[src/rtl/adc_scan_sequencer.sv]
// Automatic chip-select scheduler for the ADC bank: walks the enabled ADCs in
// ascending order, holding each select low for CS_HOLD clocks with a CS_GAP gap.
module adc_scan_sequencer #(
  parameter int N_ADC   = 18,
  parameter int CS_HOLD = 32,
  parameter int CS_GAP  = 4
) (
  input  logic             clk,
  input  logic             nrst,
  input  logic             cmd_valid,
  input  logic [7:0]       cmd_byte,
  input  logic [7:0]       data_byte,
  output logic [N_ADC-1:0] adc_ncs,
  output logic             scan_busy,
  output logic [4:0]       cur_adc,
  output logic             conv_done,
  output logic             frame_done,
  output logic [N_ADC-1:0] enable_mask
);

  localparam int CNT_MAX = (CS_HOLD > CS_GAP) ? CS_HOLD : CS_GAP;
  localparam int CW      = $clog2(CNT_MAX + 1);
  localparam logic [N_ADC-1:0] ONE = N_ADC'(1);

  typedef enum logic [1:0] {S_IDLE, S_SELECT, S_GAP, S_ADVANCE} state_e;
  typedef enum logic {MODE_SINGLE, MODE_CONT} mode_e;

  state_e           state_q, state_d;
  mode_e            mode_q, mode_d;
  logic [CW-1:0]    cnt_q, cnt_d;
  logic [4:0]       cur_q, cur_d;
  logic             stop_q, stop_d;
  logic [N_ADC-1:0] mask_q, mask_d;
  logic [N_ADC-1:0] ncs_q, ncs_d;
  logic             conv_q, conv_d;
  logic             frame_q, frame_d;

  logic             idx_ok, cmd_set, cmd_clr, cmd_single, cmd_cont, cmd_stop;
  logic             start_ok, hold_end, gap_end;
  logic [N_ADC-1:0] mask_bit;
  logic [4:0]       lowest_idx, next_idx;
  logic             lowest_found, next_found;

  assign idx_ok     = (data_byte < 8'(N_ADC));
  assign mask_bit   = ONE << data_byte[4:0];
  assign cmd_set    = cmd_valid && (cmd_byte == 8'h61) && idx_ok;
  assign cmd_clr    = cmd_valid && (cmd_byte == 8'h62) && idx_ok;
  assign cmd_single = cmd_valid && (cmd_byte == 8'h63);
  assign cmd_cont   = cmd_valid && (cmd_byte == 8'h64);
  assign cmd_stop   = cmd_valid && (cmd_byte == 8'h65);
  assign start_ok   = (cmd_single || cmd_cont) && (mask_q != '0);
  assign hold_end   = (cnt_q == CW'(CS_HOLD - 1));
  assign gap_end    = (cnt_q == CW'(CS_GAP - 1));

  // Descending scan so the last hit is the lowest qualifying index.
  always_comb begin
    lowest_idx   = '0;
    lowest_found = 1'b0;
    next_idx     = '0;
    next_found   = 1'b0;
    for (int i = N_ADC - 1; i >= 0; i--) begin
      if (mask_q[i]) begin
        lowest_idx   = 5'(i);
        lowest_found = 1'b1;
        if (i > int'(cur_q)) begin
          next_idx   = 5'(i);
          next_found = 1'b1;
        end
      end
    end
  end

  always_comb begin
    mask_d = mask_q;
    if (cmd_set) mask_d = mask_q | mask_bit;
    if (cmd_clr) mask_d = mask_q & ~mask_bit;
  end

  // NOTE: every signal written here gets a default first so no latch is inferred.
  always_comb begin
    state_d = state_q;
    mode_d  = mode_q;
    cnt_d   = cnt_q;
    cur_d   = cur_q;
    stop_d  = stop_q;
    if (cmd_stop && (state_q != S_IDLE)) stop_d = 1'b1;
    case (state_q)
      S_IDLE: begin
        cnt_d  = '0;
        stop_d = 1'b0;
        if (start_ok) begin
          mode_d  = cmd_cont ? MODE_CONT : MODE_SINGLE;
          cur_d   = lowest_idx;
          state_d = S_SELECT;
        end
      end
      S_SELECT: begin
        cnt_d = hold_end ? '0 : cnt_q + 1'b1;
        if (hold_end) state_d = S_GAP;
      end
      S_GAP: begin
        cnt_d = gap_end ? '0 : cnt_q + 1'b1;
        if (gap_end) state_d = S_ADVANCE;
      end
      default: begin
        cnt_d = '0;
        if (stop_q || cmd_stop) begin
          stop_d  = 1'b0;
          state_d = S_IDLE;
        end else if (next_found) begin
          cur_d   = next_idx;
          state_d = S_SELECT;
        end else if ((mode_q == MODE_SINGLE) || !lowest_found) begin
          state_d = S_IDLE;
        end else begin
          cur_d   = lowest_idx;
          state_d = S_SELECT;
        end
      end
    endcase
  end

  // Outputs are registered from the current state, so a select trails SELECT by one clock.
  always_comb begin
    ncs_d   = '1;
    conv_d  = 1'b0;
    frame_d = 1'b0;
    if (state_q == S_SELECT) begin
      ncs_d = ~(ONE << cur_q);
      if (hold_end) begin
        conv_d  = 1'b1;
        frame_d = !next_found;
      end
    end
  end

  // NOTE: sequential state uses non-blocking assignments; the async reset also
  // releases the chip selects immediately, without waiting for a clock edge.
  always_ff @(posedge clk or negedge nrst) begin
    if (!nrst) begin
      state_q <= S_IDLE;
      mode_q  <= MODE_SINGLE;
      cnt_q   <= '0;
      cur_q   <= '0;
      stop_q  <= 1'b0;
      mask_q  <= '0;
      ncs_q   <= '1;
      conv_q  <= 1'b0;
      frame_q <= 1'b0;
    end else begin
      state_q <= state_d;
      mode_q  <= mode_d;
      cnt_q   <= cnt_d;
      cur_q   <= cur_d;
      stop_q  <= stop_d;
      mask_q  <= mask_d;
      ncs_q   <= ncs_d;
      conv_q  <= conv_d;
      frame_q <= frame_d;
    end
  end

  assign adc_ncs     = ncs_q;
  assign scan_busy   = (state_q != S_IDLE);
  assign cur_adc     = cur_q;
  assign conv_done   = conv_q;
  assign frame_done  = frame_q;
  assign enable_mask = mask_q;

endmodule

[config.mk]
export PLATFORM = sky130hd
export DESIGN_NAME = adc_scan_sequencer
export DESIGN_NICKNAME = d
export VERILOG_FILES = /design/src/rtl/adc_scan_sequencer.sv
export SDC_FILE = /design/constraint.sdc
export NUM_CORES = 1
export LEC_CHECK = 0
export ABC_AREA = 1
export CELL_PAD_IN_SITES_DETAIL_PLACEMENT = 0
export CELL_PAD_IN_SITES_GLOBAL_PLACEMENT = 2
export CORE_AREA = 2 2 106 118
export DETAILED_ROUTE_END_ITERATION = 10
export DIE_AREA = 0 0 108 120
export PLACE_DENSITY = 0.78
export SLEW_MARGIN = 20
export SYNTH_ARGS = -nofsm -noshare
export SYNTH_HDL_FRONTEND = slang
export SYNTH_SLANG_ARGS = --single-unit
[constraint.sdc]
create_clock -name clk -period 1.9 [get_ports clk]
set_input_delay 0.285 -clock clk [delete_from_list [all_inputs] [get_ports clk]]
set_output_delay 0.285 -clock clk [all_outputs]
set_load 0.05 [all_outputs]
==> impl_results.md, run 1 <==
* Clk slew on worst S/H paths at 0.07 ns
* Sequential share of power at 28.9%
* DRC errors left at 0
* Worst slew pin tran at 0.520 ns
* Cell Area, Synth at 3020 sq um
* Most common cell after layout, fill and taps aside: buf_4
* Final ANT Viol Nets at 0
* Drt via density at 4.25
* GPL Wtd Cong at 0.808
* Largest net degree at the start of global routing at 54
* Skew final at 0.00829 ns
* Number of antenna diodes at 0
* Setup-failing EPs final at 6
* RSZ-0062 raised after global routing: true
* Synth async-reset ratio at 100%
* Yosys cell types at 40
* Max Clock Freq at 0.498 GHz
* Post-Place Setup Slack at -0.301 ns
* Die Area at 13000 sq um
* Class of the tightest hold or removal check: reg -> reg
* Total Wirelength at 9030 um
* Final Hold Vio Count at 0
* Clock Latency Late Sink at 0.29 ns
* Fin crit share at 106%
* Total grt overflow at 0
* Leak pwr at 2.30 nW
* Final net count at 603
* Synth Warn # at 0
* CP Data Required Time at 2.12 ns
* Antenna violations before repair at 0
* Crit path arrival time at 2.22 ns
* Pwr Density at 984 nW/um^2
* Sw frac at 41.2%
* Total power at 4.90 mW
* R2R Setup Slk at -0.11 ns
* Fin crit period at 2.01 ns
* Vias in the first global route at 3081
* Status: complete, but fails checks
* PnR worst setup slack at -0.107 ns
* Post-Syn Nets at 429
* Worst rel slew slack at 65.3%
* Clk network pwr share at 18.1%
* I/O pins at 63
* Post-synth EDFFs at 0
* DRT iter0 DRCs at 77
* Critical Path Fanout Max at 6
* DRT Pass-1 Iters at 4
* Max Cap Viol at 0
* Total track usage at 14.2%
* Routed length per instance at 12.3 um
* Sw Pwr at 2.02 mW
* Post-Syn Instances at 405
* CP Capture Type: flop
* Area Overhead vs Synth at 65.1%
* Maximum vdd drop at 595 uV
* Filler Cells Inserted at 1215
* Commonest cells after routing, fill and taps aside: buf_4 (134), nand2_1 (97), nor2_1 (46)
* TritonCTS clock tree: built
* Internal power at 2.88 mW
* Root Driver: clkbuf_16
* Register area share after synthesis at 44.7%
* Die H at 120 um
* Number of CTS-inserted buffers at 5
* Top_reg_cell synth: dfrtp_1
* Core Box Area at 11800 sq um
* HPWL Detailed at 7080 um
* IO Port Bufs at 62
* Total clock sinks at 53
* Logic gate share of total power at 53.0%
* Post-synthesis area per instance at 7.45 sq um
* Vias after detailed routing at 3122
* Critical path class: reg -> reg
* CTS Buffer Depth at 2
* Failing checks: negative setup slack
* Die W at 108 um
* Crit path launch type: flop
* Layout cell share with drive strength beyond 1 at 43.3%
* Register bit total from synthesis at 53
* CTS H-tree lvls at 2
* Cell row count at 42
* First-pass GRT wire length at 14500 um
* Max-slew violations at 0
* Starting density of the core at 25.5%
[critical path, cell delays in order (launching register included)]
cell	delay, ns
dfrtp_2	0.48
inv_4	0.08
buf_4	0.15
nand2_2	0.07
inv_2	0.05
nand3_1	0.09
nand2_2	0.08
nor2_2	0.15
nand2_2	0.08
nor2_4	0.15
nand2_2	0.09
nand2_4	0.11
inv_4	0.06
o31ai_4	0.17
nand2_1	0.07
o21ai_1	0.06
[through the flow]
stage	instances	utilization, %	hold slack [ns]	TNS (ns)	instance area [sq um]
finish	734	42.1	0.473	-0.449	4980
global route	734	42.1	0.481	-1.45	4980
CTS	725	40.1	0.475	-0.530	4740
detailed placement	700	37.3	0.305	-5.17	4410
global placement	700	37.3	0.301	-4.67	4410
floorplan	405	-	-0.0106	-0.442	3070
[logic make-up after synthesis]
group                    synth area share (%)
AND/OR/NAND/NOR                          33.5
adder cells (fa/ha/maj)                  2.07
XOR/XNOR                                0.871
flip-flops                               44.7
AO/OA/AOI/OAI                            10.6
buffers and inverters                    8.25
[repair_timing]
action                                  CTS  global route
resized for setup                        16            48
hold buffers                              1             0
buffers inserted                         16            10
pin swaps                                10            26
endpoints found under the setup margin    6            30
endpoints found under the hold margin    30             0
[layout make-up]
type,instances,area (sq um),area share (%)
repair buffers,170,1410,28.3
inverters,62,243,4.87
clock buffers,5,125,2.51
flip-flops and latches,53,1360,27.2
clock inverters,3,17.5,0.352
well taps,154,193,3.87
multi-input cells,287,1640,32.9
[routing by layer]
metal,track usage [%],wire length (um),vias up
met2,24.4,4560,56
met5,0,0,-
met3,2.50,348,4
li1,-,-,1642
met4,3.45,71,0
met1,18.3,4050,1420
[cells in the mapped netlist (3+ instances only)]
library cell  count  area, sq um
a21oi_1          24          120
inv_2            13         48.8
dfstp_2          18          473
nor3_1           12         60.1
dfrtp_1          35          876
nand2_1         112          420
nor4_1            3         18.8
nand3_1          20          100
inv_1            49          184
o21ai_1           5         25.0
nor2_1           56          210
o21ai_0           7         35.0
ha_1              5         62.6
nand4_1           5         31.3
nand2_2           7         43.8
[power by group through the flow]
stage / Clock, mW / Combinational, mW / Sequential [mW]
after floorplan: 0 / 1.12 / 1.60
after global placement: 0 / 2.21 / 1.41
after detailed placement: 0 / 2.22 / 1.42
after CTS: 0.919 / 2.43 / 1.40
after global routing: 0.973 / 2.84 / 1.43
final: 0.885 / 2.60 / 1.42
[worst paths after layout]
path / start / end / cells past startpoint
setup / recovery: cur_adc[2] / cur_adc[2] / 15
hold / removal: cnt_q[0] / cnt_q[0] / 1
setup reg to reg: cur_adc[2] / cur_adc[2] / 15
hold reg to reg: cnt_q[0] / cnt_q[0] / 1
max in group asynchronous: nrst / adc_ncs[10] / 3
min in group asynchronous: nrst / async pin / 3
(Power assumes the default switching activity.)
==> run 2, diff against run 1 <==
- REMOVE_ABC_BUFFERS: unset -> 1
==> impl_results.md, run 2 (synthesis results as in run 1) <==
* Status: complete, but fails checks
* Failing checks: negative setup slack
* Vias after detailed routing at 3113
* Final net count at 587
* Worst rel slew slack at 65.9%
* Crit path launch type: flop
* Cell row count at 42
* IO Port Bufs at 62
* CP Capture Type: flop
* Max Clock Freq at 0.487 GHz
* Total Wirelength at 8900 um
* Number of antenna diodes at 0
* Die Area at 13000 sq um
* Clock Latency Late Sink at 0.30 ns
* Final ANT Viol Nets at 0
* Max-slew violations at 0
* First-pass GRT wire length at 14800 um
* DRT Pass-1 Iters at 4
* Fin crit period at 2.05 ns
* Logic gate share of total power at 53.6%
* CP Data Required Time at 2.09 ns
* Sw Pwr at 2.11 mW
* Core Box Area at 11800 sq um
* Total grt overflow at 0
* I/O pins at 63
* Fin crit share at 108%
* Vias in the first global route at 3098
* CTS Buffer Depth at 2
* Largest net degree at the start of global routing at 32
* CTS H-tree lvls at 2
* RSZ-0062 raised after global routing: true
* Internal power at 2.90 mW
* Drt via density at 4.34
* Routed length per instance at 12.4 um
* Clk network pwr share at 18.8%
* DRC errors left at 0
* HPWL Detailed at 7140 um
* Fin cells at 718
* Sw frac at 42.1%
* Total track usage at 14.5%
* TritonCTS clock tree: built
* Max Cap Viol at 0
* Number of CTS-inserted buffers at 5
* Antenna violations before repair at 0
* Critical path class: reg -> reg
* Pwr Density at 1030 nW/um^2
* Clk slew on worst S/H paths at 0.07 ns
* Most common cell after layout, fill and taps aside: buf_4
* Critical Path Fanout Max at 5
* Sequential share of power at 27.6%
* DRT iter0 DRCs at 102
* Starting density of the core at 25.5%
* Area Overhead vs Synth at 60.6%
* Setup-failing EPs final at 7
* Placed cell count at 695
* Class of the tightest hold or removal check: reg -> reg
* Final hold slack at 0.469 ns
* Die H at 120 um
* Leak pwr at 2.18 nW
* Crit path arrival time at 2.24 ns
* Root Driver: clkbuf_16
* GPL Wtd Cong at 0.819
* Commonest cells after routing, fill and taps aside: buf_4 (116), nand2_1 (103), nor2_1 (47), inv_1 (47), dfrtp_1 (30)
* Worst slew pin tran at 0.511 ns
* Skew final at 0.00866 ns
* Die W at 108 um
* Layout cell share with drive strength beyond 1 at 39.9%
* Final Hold Vio Count at 0
* Maximum vdd drop at 525 uV
* PnR worst setup slack at -0.152 ns
* Total clock sinks at 53
## run 2: changes by cell type in the layout (fill, tap and decap cells not counted), moves of 3 or more
cell	before	now
a21oi_2	0	3
buf_4	134	116
buf_6	3	6
inv_1	44	47
nand2_1	97	103
nand2_2	20	12
## run 2: final timing paths
check / endpoint / startpoint / cells after the start / slack, ns
max reg2reg: cur_adc[0] / cur_adc[2] / 16 / -0.15
max in group asynchronous: cur_adc[2] / nrst / 3 / 0.88
min reg2reg: cnt_q[0] / cnt_q[0] / 1 / 0.47
min: cnt_q[0] / cnt_q[0] / 1 / 0.47
max: cur_adc[0] / cur_adc[2] / 16 / -0.15
min in group asynchronous: frame_done / nrst / 2 / 0.48
## run 2: cell type report
type | instances | area, sq um
clock buffer | 5 | 125
clock inverter | 3 | 26.3
fill | 1239 | 6980
inverter | 62 | 243
multi-input combinational | 287 | 1610
sequential | 53 | 1360
tap | 154 | 193
timing repair buffer | 154 | 1290
## run 2: layer usage
| layer | GRT usage [%] | part of all wire, % |
|---|---|---|
| met5 | 0 | 0 |
| met4 | 3.77 | 1.0 |
| met3 | 2.55 | 3.1 |
| met2 | 25.5 | 51 |
| met1 | 18.3 | 45 |
## run 2: power by group through the flow
stage / Clock, mW / Combinational [mW] / Sequential (mW)
global route: 1.03 / 2.93 / 1.40
global placement: 0 / 2.23 / 1.37
detailed placement: 0 / 2.24 / 1.38
finish: 0.944 / 2.69 / 1.38
CTS: 0.967 / 2.39 / 1.38
floorplan: 0 / 1.01 / 1.62
## run 2: critical path, cell delays in order, from the launching register on
cell     delay, ns
dfrtp_2       0.40
buf_12        0.12
nand2_8       0.07
nor3_4        0.24
nor2_1        0.08
nand3_2       0.07
nand2_1       0.06
nor2_2        0.12
nand2_2       0.08
nor2_4        0.15
nand3_2       0.09
nand2_2       0.07
nand2_2       0.06
nand3_4       0.13
a21oi_1       0.06
nand2_1       0.08
nand2_1       0.05
## run 2: through the flow
step                setup slack, ns  power (mW)  util [%]  TNS [ns]  area (sq um)
floorplan                    -0.360        2.63         -     -1.91          3000
global route                 -0.305        5.36      41.0     -1.82          4850
global placement             -0.336        3.60      36.6     -5.80          4330
detailed placement           -0.344        3.62      36.6     -6.29          4330
CTS                          -0.129        4.74      39.0    -0.595          4610
finish                       -0.152        5.01      41.0    -0.731          4850
## run 2: timing repair
action / CTS / global route
endpoints found under the hold margin: 4 / 0
setup endpoints to repair: 7 / 29
gates resized for setup: 28 / 41
pin swaps: 13 / 17
buffers inserted: 4 / 10
hold buffers: 1 / 0
